**src/rtl/fig8_drive_sequencer.sv**
```systemverilog
`default_nettype none
// ============================================================================
//  Module   : fig8_drive_sequencer
//  Purpose  : Drives a Roomba-style OI robot through a figure-8 pattern by
//             streaming Start/Full, left-arc, right-arc and stop drive packets
//             to a UART transmitter, holding each arc for SEG_TICKS cycles.
//  Ports    : clk        - system clock, rising edge
//             reset      - synchronous active-high reset
//             go         - start request (acted on in IDLE only)
//             halt       - abort request
//             laps       - number of figure-8 laps, latched on accepted go
//             tx_busy    - UART transmitter busy flag
//             tx_data    - byte to transmit, held until the next tx_start
//             tx_start   - one-cycle transmit request
//             busy       - high whenever not IDLE
//             done       - one-cycle pulse when the stop packet completes
//             state_dbg  - current state code
//  Revision : 1.0  initial release
// ============================================================================
module fig8_drive_sequencer #(
  parameter logic [31:0] SEG_TICKS = 32'd50_000_000,
  parameter logic [15:0] VELOCITY  = 16'h00C8,
  parameter logic [15:0] RADIUS    = 16'h01F4
) (
  input  logic       clk,
  input  logic       reset,
  input  logic       go,
  input  logic       halt,
  input  logic [3:0] laps,
  input  logic       tx_busy,
  output logic [7:0] tx_data,
  output logic       tx_start,
  output logic       busy,
  output logic       done,
  output logic [2:0] state_dbg
);

  typedef enum logic [2:0] {
    ST_IDLE      = 3'd0,
    ST_INIT      = 3'd1,
    ST_SEND_L    = 3'd2,
    ST_WAIT_L    = 3'd3,
    ST_SEND_R    = 3'd4,
    ST_WAIT_R    = 3'd5,
    ST_SEND_STOP = 3'd6
  } state_t;

  // Two's complement negation wraps modulo 2^16 (16'h8000 maps to itself).
  localparam logic [15:0] C_NEG_RADIUS = (~RADIUS) + 16'd1;
  localparam logic [31:0] C_WAIT_LOAD  = SEG_TICKS - 32'd1;

  state_t      state_q, state_d;
  logic [2:0]  idx_q, idx_d;          // index of the byte issued / to issue
  logic        out_q, out_d;          // a byte of this packet has been issued
  logic        nolook_q;              // cycle after tx_start: ignore tx_busy
  logic [3:0]  lap_q, lap_d;
  logic [31:0] timer_q, timer_d;
  logic        halt_lat_q, halt_lat_d;
  logic [7:0]  tx_data_q;

  logic        is_send;
  logic        pkt_done;
  logic        halt_eff;
  logic [2:0]  last_idx;
  logic [2:0]  issue_idx;
  logic [15:0] vel_w, rad_w;
  logic [7:0]  byte_w;

  // --------------------------------------------------------------------------
  // Packet byte selection
  // --------------------------------------------------------------------------
  always_comb begin
    vel_w = VELOCITY;
    rad_w = RADIUS;
    if (state_q == ST_SEND_R) begin
      rad_w = C_NEG_RADIUS;
    end else if (state_q == ST_SEND_STOP) begin
      vel_w = 16'h0000;
      rad_w = 16'h0000;
    end
  end

  // When a byte is already outstanding the next one issued is idx_q+1.
  assign issue_idx = out_q ? 3'(idx_q + 3'd1) : idx_q;

  always_comb begin
    byte_w = 8'h00;
    if (state_q == ST_INIT) begin
      byte_w = issue_idx[0] ? 8'h84 : 8'h80;
    end else begin
      case (issue_idx)
        3'd0:    byte_w = 8'h89;
        3'd1:    byte_w = vel_w[15:8];
        3'd2:    byte_w = vel_w[7:0];
        3'd3:    byte_w = rad_w[15:8];
        3'd4:    byte_w = rad_w[7:0];
        default: byte_w = 8'h00;
      endcase
    end
  end

  assign is_send  = (state_q == ST_INIT)   || (state_q == ST_SEND_L) ||
                    (state_q == ST_SEND_R) || (state_q == ST_SEND_STOP);
  assign last_idx = (state_q == ST_INIT) ? 3'd1 : 3'd4;
  assign halt_eff = halt_lat_q | halt;

  // --------------------------------------------------------------------------
  // Next-state and output logic
  // --------------------------------------------------------------------------
  always_comb begin
    state_d    = state_q;
    idx_d      = idx_q;
    out_d      = out_q;
    lap_d      = lap_q;
    timer_d    = timer_q;
    halt_lat_d = halt_lat_q;
    tx_start   = 1'b0;
    done       = 1'b0;
    pkt_done   = 1'b0;

    // Byte handshake: a low tx_busy outside the no-look cycle either means
    // the transmitter is free for the first byte or the previous byte ended.
    if (is_send && !nolook_q && !tx_busy) begin
      if (!out_q) begin
        tx_start = 1'b1;
        out_d    = 1'b1;
      end else if (idx_q != last_idx) begin
        tx_start = 1'b1;
        idx_d    = 3'(idx_q + 3'd1);
      end else begin
        pkt_done = 1'b1;
      end
    end

    // Halt during a drive packet is deferred until the packet is complete.
    if ((state_q == ST_INIT || state_q == ST_SEND_L || state_q == ST_SEND_R) && halt) begin
      halt_lat_d = 1'b1;
    end

    case (state_q)
      ST_IDLE: begin
        if (go && !halt && (laps != 4'd0)) begin
          state_d = ST_INIT;
          lap_d   = laps;
        end
      end
      ST_INIT: begin
        if (pkt_done) state_d = halt_eff ? ST_SEND_STOP : ST_SEND_L;
      end
      ST_SEND_L: begin
        if (pkt_done) begin
          state_d = halt_eff ? ST_SEND_STOP : ST_WAIT_L;
          timer_d = C_WAIT_LOAD;
        end
      end
      ST_SEND_R: begin
        if (pkt_done) begin
          state_d = halt_eff ? ST_SEND_STOP : ST_WAIT_R;
          timer_d = C_WAIT_LOAD;
        end
      end
      ST_WAIT_L: begin
        if (halt) begin
          state_d = ST_SEND_STOP;
        end else if (timer_q == 32'd0) begin
          state_d = ST_SEND_R;
        end else begin
          timer_d = timer_q - 32'd1;
        end
      end
      ST_WAIT_R: begin
        if (halt) begin
          state_d = ST_SEND_STOP;
        end else if (timer_q == 32'd0) begin
          lap_d   = lap_q - 4'd1;
          state_d = (lap_q > 4'd1) ? ST_SEND_L : ST_SEND_STOP;
        end else begin
          timer_d = timer_q - 32'd1;
        end
      end
      ST_SEND_STOP: begin
        if (pkt_done) begin
          state_d = ST_IDLE;
          done    = 1'b1;
        end
      end
      default: state_d = ST_IDLE;
    endcase

    if (state_d != state_q) begin
      idx_d = 3'd0;
      out_d = 1'b0;
      if (state_d == ST_SEND_STOP) halt_lat_d = 1'b0;
    end
  end

  // tx_data presents the new byte combinationally in the tx_start cycle and
  // the register holds it afterwards.
  assign tx_data   = tx_start ? byte_w : tx_data_q;
  assign busy      = (state_q != ST_IDLE);
  assign state_dbg = state_q;

  // --------------------------------------------------------------------------
  // State registers
  // --------------------------------------------------------------------------
  always_ff @(posedge clk) begin
    if (reset) begin
      state_q    <= ST_IDLE;
      idx_q      <= 3'd0;
      out_q      <= 1'b0;
      nolook_q   <= 1'b0;
      lap_q      <= 4'd0;
      timer_q    <= 32'd0;
      halt_lat_q <= 1'b0;
      tx_data_q  <= 8'h00;
    end else begin
      state_q    <= state_d;
      idx_q      <= idx_d;
      out_q      <= out_d;
      nolook_q   <= tx_start;
      lap_q      <= lap_d;
      timer_q    <= timer_d;
      halt_lat_q <= halt_lat_d;
      tx_data_q  <= tx_data;
    end
  end

endmodule
`default_nettype wire

```
**config.mk**
```make
export PLATFORM = sky130hd
export DESIGN_NAME = fig8_drive_sequencer
export DESIGN_NICKNAME = d
export VERILOG_FILES = /design/src/rtl/fig8_drive_sequencer.sv
export SDC_FILE = /design/constraint.sdc
export NUM_CORES = 1
export LEC_CHECK = 0
export BUFFER_PORTS_ARGS = -buffer_cell sky130_fd_sc_hd__buf_2
export CAP_MARGIN = 10
export CORE_MARGIN = 3
export CORE_UTILIZATION = 55
export CTS_BUF_LIST = sky130_fd_sc_hd__clkbuf_4
export DETAILED_ROUTE_END_ITERATION = 8
export HOLD_SLACK_MARGIN = 0.15
export PLACE_DENSITY = 0.74
export SYNTH_ARGS = -nofsm -noshare
export SYNTH_HDL_FRONTEND = slang
export SYNTH_SLANG_ARGS = --single-unit
```
**constraint.sdc**
```tcl
create_clock -name clk -period 7.64 [get_ports clk]
set_clock_uncertainty 0.15 [all_clocks]
set_input_delay 0.764 -clock clk [delete_from_list [all_inputs] [get_ports clk]]
set_output_delay 0.764 -clock clk [all_outputs]
set_load 0.01 [all_outputs]
```
==> results.json, run 1 <==
{
  "leakagePower_uw": 0.00136,
  "outcome": "finished, final reports clean",
  "die_x_um": 82.3,
  "ys_warn_count": 0,
  "report.power.total_uw": 481,
  "critPathKind": "register to output port",
  "reg2reg_depth": 6,
  "wire_per_inst_um": 15.4,
  "hpwl_um": 4990,
  "ir_drop_v": 0.0000757,
  "min-delay-start": "lap_q[3]$_SDFFE_PP0P_",
  "gr-total-overflow": 0,
  "final_common_cell": "dfxtp_1",
  "finalWeightedCongestion": 0.892,
  "io_buffers": 22,
  "design.core.area_mm2": 0.00557,
  "synth_area_mm2": 0.00320,
  "final_layout_size_suffix_gt1_frac": 0.106,
  "netlist_instances": 402,
  "final_max_slew_viol_count": 0,
  "ios": 23,
  "synth.avg_cell_area_um2": 7.96,
  "detail-route-antenna-nets": 0,
  "first_pass_iters": 5,
  "start_kind": "register",
  "grt_use_total": 0.227,
  "grt_pass1_vias": 2494,
  "finalSetupViolations": 0,
  "clk_latency_ns": 0.39,
  "postCtsSetupRepairBufs": 0,
  "cts_made_buffers": 5,
  "worst_slew_pin_slew_ns": 0.878,
  "cts_root_buf": "clkbuf_4",
  "synth_edf_count": 0,
  "hp-class": "register to register",
  "fmax_mhz": 248,
  "holdBufCountCts": 0,
  "grt_pass1_wl_um": 12100,
  "slew_headroom": 0.409,
  "yosysSeqAreaShare": 0.332,
  "dr_total_vias": 2974,
  "nNetsFinal": 418,
  "end_kind": "output port",
  "r2r-start": "timer_q[8]$_SDFFE_PP0P_",
  "required_ns": 6.73,
  "wirelength_um": 7370,
  "setup-tns-final_ns": 0,
  "synth-seq-cells": 53,
  "clk_pin_slew_ns": 0.14,
  "critPathArrivalTime_ns": 3.11,
  "ff2ff_setup_slack_ns": 4.28,
  "p_per_area_mw_per_mm2": 144,
  "dieArea_mm2": 0.00677,
  "cts_tree": "built",
  "final_cell_mix": "53 x dfxtp_1, 45 x nor2_1, 39 x a21oi_1, 23 x xnor2_1, 22 x buf_2",
  "via_per_inst": 6.22,
  "grt_max_degree": 41,
  "worstPathMaxFanout": 20,
  "rsz0062_at_grt": "false",
  "hold_viol": 0,
  "antenna_found_initial": 0,
  "drt_iter0_markers": 286,
  "areaGrowthSynthToFinish_pct": 4.62,
  "ys_types": 59,
  "whs_path_depth": 2,
  "htreeDepth": 2,
  "diodes": 0,
  "route.detailed.drc": 0,
  "rows": 27,
  "yosys.area.top_type": "dfxtp_1",
  "maxCapViolCount": 0,
  "syn_nets": 415,
  "min_to": "lap_q[3]$_SDFFE_PP0P_",
  "final.period_utilization": 0.527,
  "synthArstFlopShare": 0,
  "die-height_um": 82.3,
  "cts_resized": 0,
  "start_util": 0.574,
  "synth_flop_cell": "dfxtp_1",
  "reg2reg_to": "timer_q[24]$_SDFFE_PP0P_",
  "min_period_ns": 4.03,
  "synth_area_leaders": "dfxtp_1 33%, xnor2_1 6.3%, a21oi_1 6.1%",
  "yosysTopAreaCellShare": 0.332,
  "cts_buffer_depth": 2,
  "cts_sinks": 53
}
power breakdown:
group          switching [uW]  internal (uW)  total, uW
sequential               8.74            282        290
clock                    94.6           36.8        131
combinational            35.3           24.3       59.6
total                     139            343        481
cell families (layout without fill, tap and decap cells):
| logic type | count (synthesis) | count (layout) | synth area share |
|---|---|---|---|
| and+or+nand+nor | 169 | 169 | 0.283 |
| AOI/OAI and AO/OA | 99 | 99 | 0.210 |
| DFF | 53 | 53 | 0.332 |
| buffers and inverters | 39 | 43 | 0.0516 |
| xor gates and xnor gates | 32 | 32 | 0.0876 |
| muxes | 6 | 6 | 0.0200 |
| adders and majority gates | 4 | 4 | 0.0157 |
cell type report:
| type | count | area [um^2] |
|---|---|---|
| Clock buffer | 5 | 37.5 |
| Clock inverter | 3 | 22.5 |
| Fill cell | 509 | 2230 |
| Inverter | 12 | 45.0 |
| Multi-Input combinational cell | 310 | 1970 |
| Sequential cell | 53 | 1060 |
| Tap cell | 72 | 90.1 |
| Timing Repair Buffer | 23 | 118 |
per-stage QoR:
stage / hold slack, ns / instance area [um^2] / setup WS (ns) / instances / utilization
after floorplan: 0.309 / 3200 / 4.62 / 402 / -
after global placement: 0.331 / 3290 / 4.15 / 470 / 0.589
after detailed placement: 0.339 / 3290 / 4.07 / 470 / 0.589
after CTS: 0.360 / 3350 / 3.61 / 478 / 0.600
after global routing: 0.375 / 3350 / 3.37 / 478 / 0.600
final: 0.360 / 3350 / 3.61 / 478 / 0.600
worst max-delay path by stage:
| stage | from | endpoint | slack, ns | depth (start not counted) |
|---|---|---|---|---|
| final | state_dbg[0]$_SDFF_PP0_ | tx_data[5] | 3.61 | 6 |
| after global routing | state_dbg[0]$_SDFF_PP0_ | tx_data[4] | 3.37 | 6 |
| after CTS | state_dbg[0]$_SDFF_PP0_ | tx_data[5] | 3.61 | 6 |
| after detailed placement | state_dbg[0]$_SDFF_PP0_ | tx_data[5] | 4.07 | 6 |
| after global placement | state_dbg[0]$_SDFF_PP0_ | tx_data[5] | 4.15 | 6 |
| after floorplan | state_dbg[0]$_SDFF_PP0_ | tx_data[2] | 4.62 | 7 |
critical path: stages (launching register included):
cell and delay (ns):
dfxtp_1 0.69, nor3b_4 0.44, mux2_2 0.40, a21o_1 0.29, a2111oi_0 0.63, a21o_1 0.16, buf_2 0.13
synthesized netlist by cell type, types with 3 or more instances:
cell	instances
a21oi_1	39
nor3b_1	4
or2_2	3
a22oi_1	3
inv_1	12
nand3_1	15
and3_1	3
a2111oi_0	5
and2_1	10
ha_1	4
nand3b_1	4
xor2_1	9
a22o_1	3
nand2_1	20
dfxtp_1	53
xnor2_1	23
o21ai_0	10
mux2i_1	3
nor2b_1	3
a31oi_1	3
or4_1	8
nor3_1	18
clkbuf_1	16
nor2_1	45
mux2_2	3
or3_1	12
nand4_1	6
nor4_1	9
buf_2	9
a21o_1	4
nand2b_1	3
a211oi_1	9
state kept, by name, indices dropped and copies added, names as in the netlist:
| name | count |
|---|---|
| timer_q | 32 |
| tx_data_q | 8 |
| state_dbg | 3 |
| lap_q | 4 |
| idx_q | 3 |
| nolook_q | 1 |
| halt_lat_q | 1 |
| out_q | 1 |
metal layers:
layer,share of wire,vias up,GRT usage
li1,-,1478,-
met1,0.49,1394,0.338
met2,0.44,88,0.330
met3,0.057,14,0.0390
met4,0.017,0,0.0698
met5,0,-,0
(Power assumes the default switching activity.)
==> inputs of run 2 (changes only) <==
==> constraint.sdc (replaced) <==
create_clock -name clk -period 4.06 [get_ports clk]
set_clock_uncertainty 0.15 [all_clocks]
set_input_delay 0.406 -clock clk [delete_from_list [all_inputs] [get_ports clk]]
set_output_delay 0.406 -clock clk [all_outputs]
set_load 0.01 [all_outputs]
==> results.json, run 2 (synthesized netlist as in run 1, its figures left out) <==
{
  "ir_drop_v": 0.000163,
  "wirelength_um": 7340,
  "cts_resized": 0,
  "drt_iter0_markers": 232,
  "diodes": 0,
  "first_pass_iters": 4,
  "min_period_ns": 3.64,
  "leakagePower_uw": 0.00137,
  "final_cell_mix": "53 x dfxtp_1, 45 x nor2_1, 39 x a21oi_1, 23 x xnor2_1, 22 x buf_2",
  "cts_buffer_depth": 2,
  "fmax_mhz": 275,
  "start_util": 0.574,
  "clk_latency_ns": 0.40,
  "areaGrowthSynthToFinish_pct": 5.63,
  "start_kind": "register",
  "hold_viol": 0,
  "ios": 23,
  "final_common_cell": "dfxtp_1",
  "top_regs": "timer_q (32), tx_data_q (8), lap_q (4)",
  "via_per_inst": 6.12,
  "regMostFlops": "timer_q",
  "grt_use_total": 0.229,
  "fin_area_mm2": 0.00338,
  "place_area_mm2": 0.00331,
  "place_ws_ns": 0.856,
  "grt_pass1_vias": 2623,
  "clk_pin_slew_ns": 0.15,
  "detail-route-antenna-nets": 0,
  "worst_slew_pin_slew_ns": 0.909,
  "route.detailed.drc": 0,
  "cts_made_buffers": 5,
  "cts_root_buf": "clkbuf_4",
  "grt_pass1_wl_um": 12200,
  "io_buffers": 22,
  "final.period_utilization": 0.896,
  "nNetsFinal": 422,
  "grt_max_degree": 27,
  "design.core.area_mm2": 0.00557,
  "maxCapViolCount": 0,
  "cts_tree": "built",
  "critPathArrivalTime_ns": 3.08,
  "rows": 27,
  "dr_total_vias": 2949,
  "final_max_slew_viol_count": 0,
  "worstPathMaxFanout": 19,
  "finalSetupViolations": 0,
  "rsz0062_at_grt": "false",
  "end_kind": "output port",
  "die_x_um": 82.3,
  "p_per_area_mw_per_mm2": 271,
  "worst_slack_ns": 0.422,
  "hpwl_um": 5170,
  "antenna_found_initial": 0,
  "holdWs_ns": 0.204,
  "gr-total-overflow": 0,
  "setup-tns-final_ns": 0,
  "die-height_um": 82.3,
  "wire_per_inst_um": 15.2,
  "slew_headroom": 0.388,
  "dieArea_mm2": 0.00677,
  "required_ns": 3.50,
  "outcome": "finished, final reports clean",
  "report.power.total_uw": 916,
  "final_layout_size_suffix_gt1_frac": 0.112,
  "critPathKind": "register to output port",
  "htreeDepth": 2,
  "hp-class": "input port to register",
  "finalWeightedCongestion": 0.896,
  "cts_sinks": 53,
  "largest_reg_flops": 32
}
-- run 2: cell types whose count changed in the layout (fill, tap and decap cells not counted) --
cell / change
buf_4: +3
dlygate4sd3_1: +1
clkinvlp_4: +2
clkbuf_4: +1
clkinv_2: -1
clkinv_4: -2
-- run 2: cell type report --
type,instances,area [um^2]
Fill cell,513,2200
Clock buffer,6,45.0
Tap cell,72,90.1
Inverter,12,45.0
Multi-Input combinational cell,310,1970
Timing Repair Buffer,27,150
Clock inverter,2,15.0
Sequential cell,53,1060
-- run 2: path summary, 6_finish.rpt --
| check | start | to | slack [ns] | cells past startpoint |
|---|---|---|---|---|
| worst max-delay path | state_dbg[1]$_SDFF_PP0_ | tx_data[5] | 0.42 | 6 |
| worst min-delay path | laps[3] | lap_q[3]$_SDFFE_PP0P_ | 0.20 | 4 |
| worst max register to register | timer_q[8]$_SDFFE_PP0P_ | timer_q[24]$_SDFFE_PP0P_ | 0.89 | 6 |
| worst min register to register | lap_q[3]$_SDFFE_PP0P_ | lap_q[3]$_SDFFE_PP0P_ | 0.36 | 2 |
-- run 2: through the flow --
stage / utilization / cells
3_5_place_dp: 0.593 / 473
3_3_place_gp: 0.593 / 473
6_report: 0.606 / 482
4_1_cts: 0.606 / 482
5_1_grt: 0.606 / 482
2_1_floorplan: - / 402
-- run 2: repair_timing --
item / in CTS / in global routing
endpoints found under the hold margin: 1 / 0
buffers inserted: 0 / 0
hold buffers: 1 / 0
-- run 2: power by group --
group / internal, uW / leakage (uW) / total (uW) / switching (uW)
Clock: 74.6 / 0.0000279 / 255 / 180
Combinational: 47.5 / 0.000912 / 119 / 71.4
Sequential: 530 / 0.000428 / 543 / 12.8
-- run 2: critical path, stage by stage (launching register included) --
cell and delay, ns:
dfxtp_1 0.55, nor3b_4 0.42, mux2_2 0.39, a21o_1 0.31, a2111oi_0 0.72, a21o_1 0.17, buf_2 0.13
-- run 2: metal layers --
layer  track usage  wire [um]  vias up
li1              -          -     1483
met1         0.317       3500     1354
met2         0.353       3290       98
met3        0.0445        412       14
met4        0.0831        127        0
met5             0          0        -
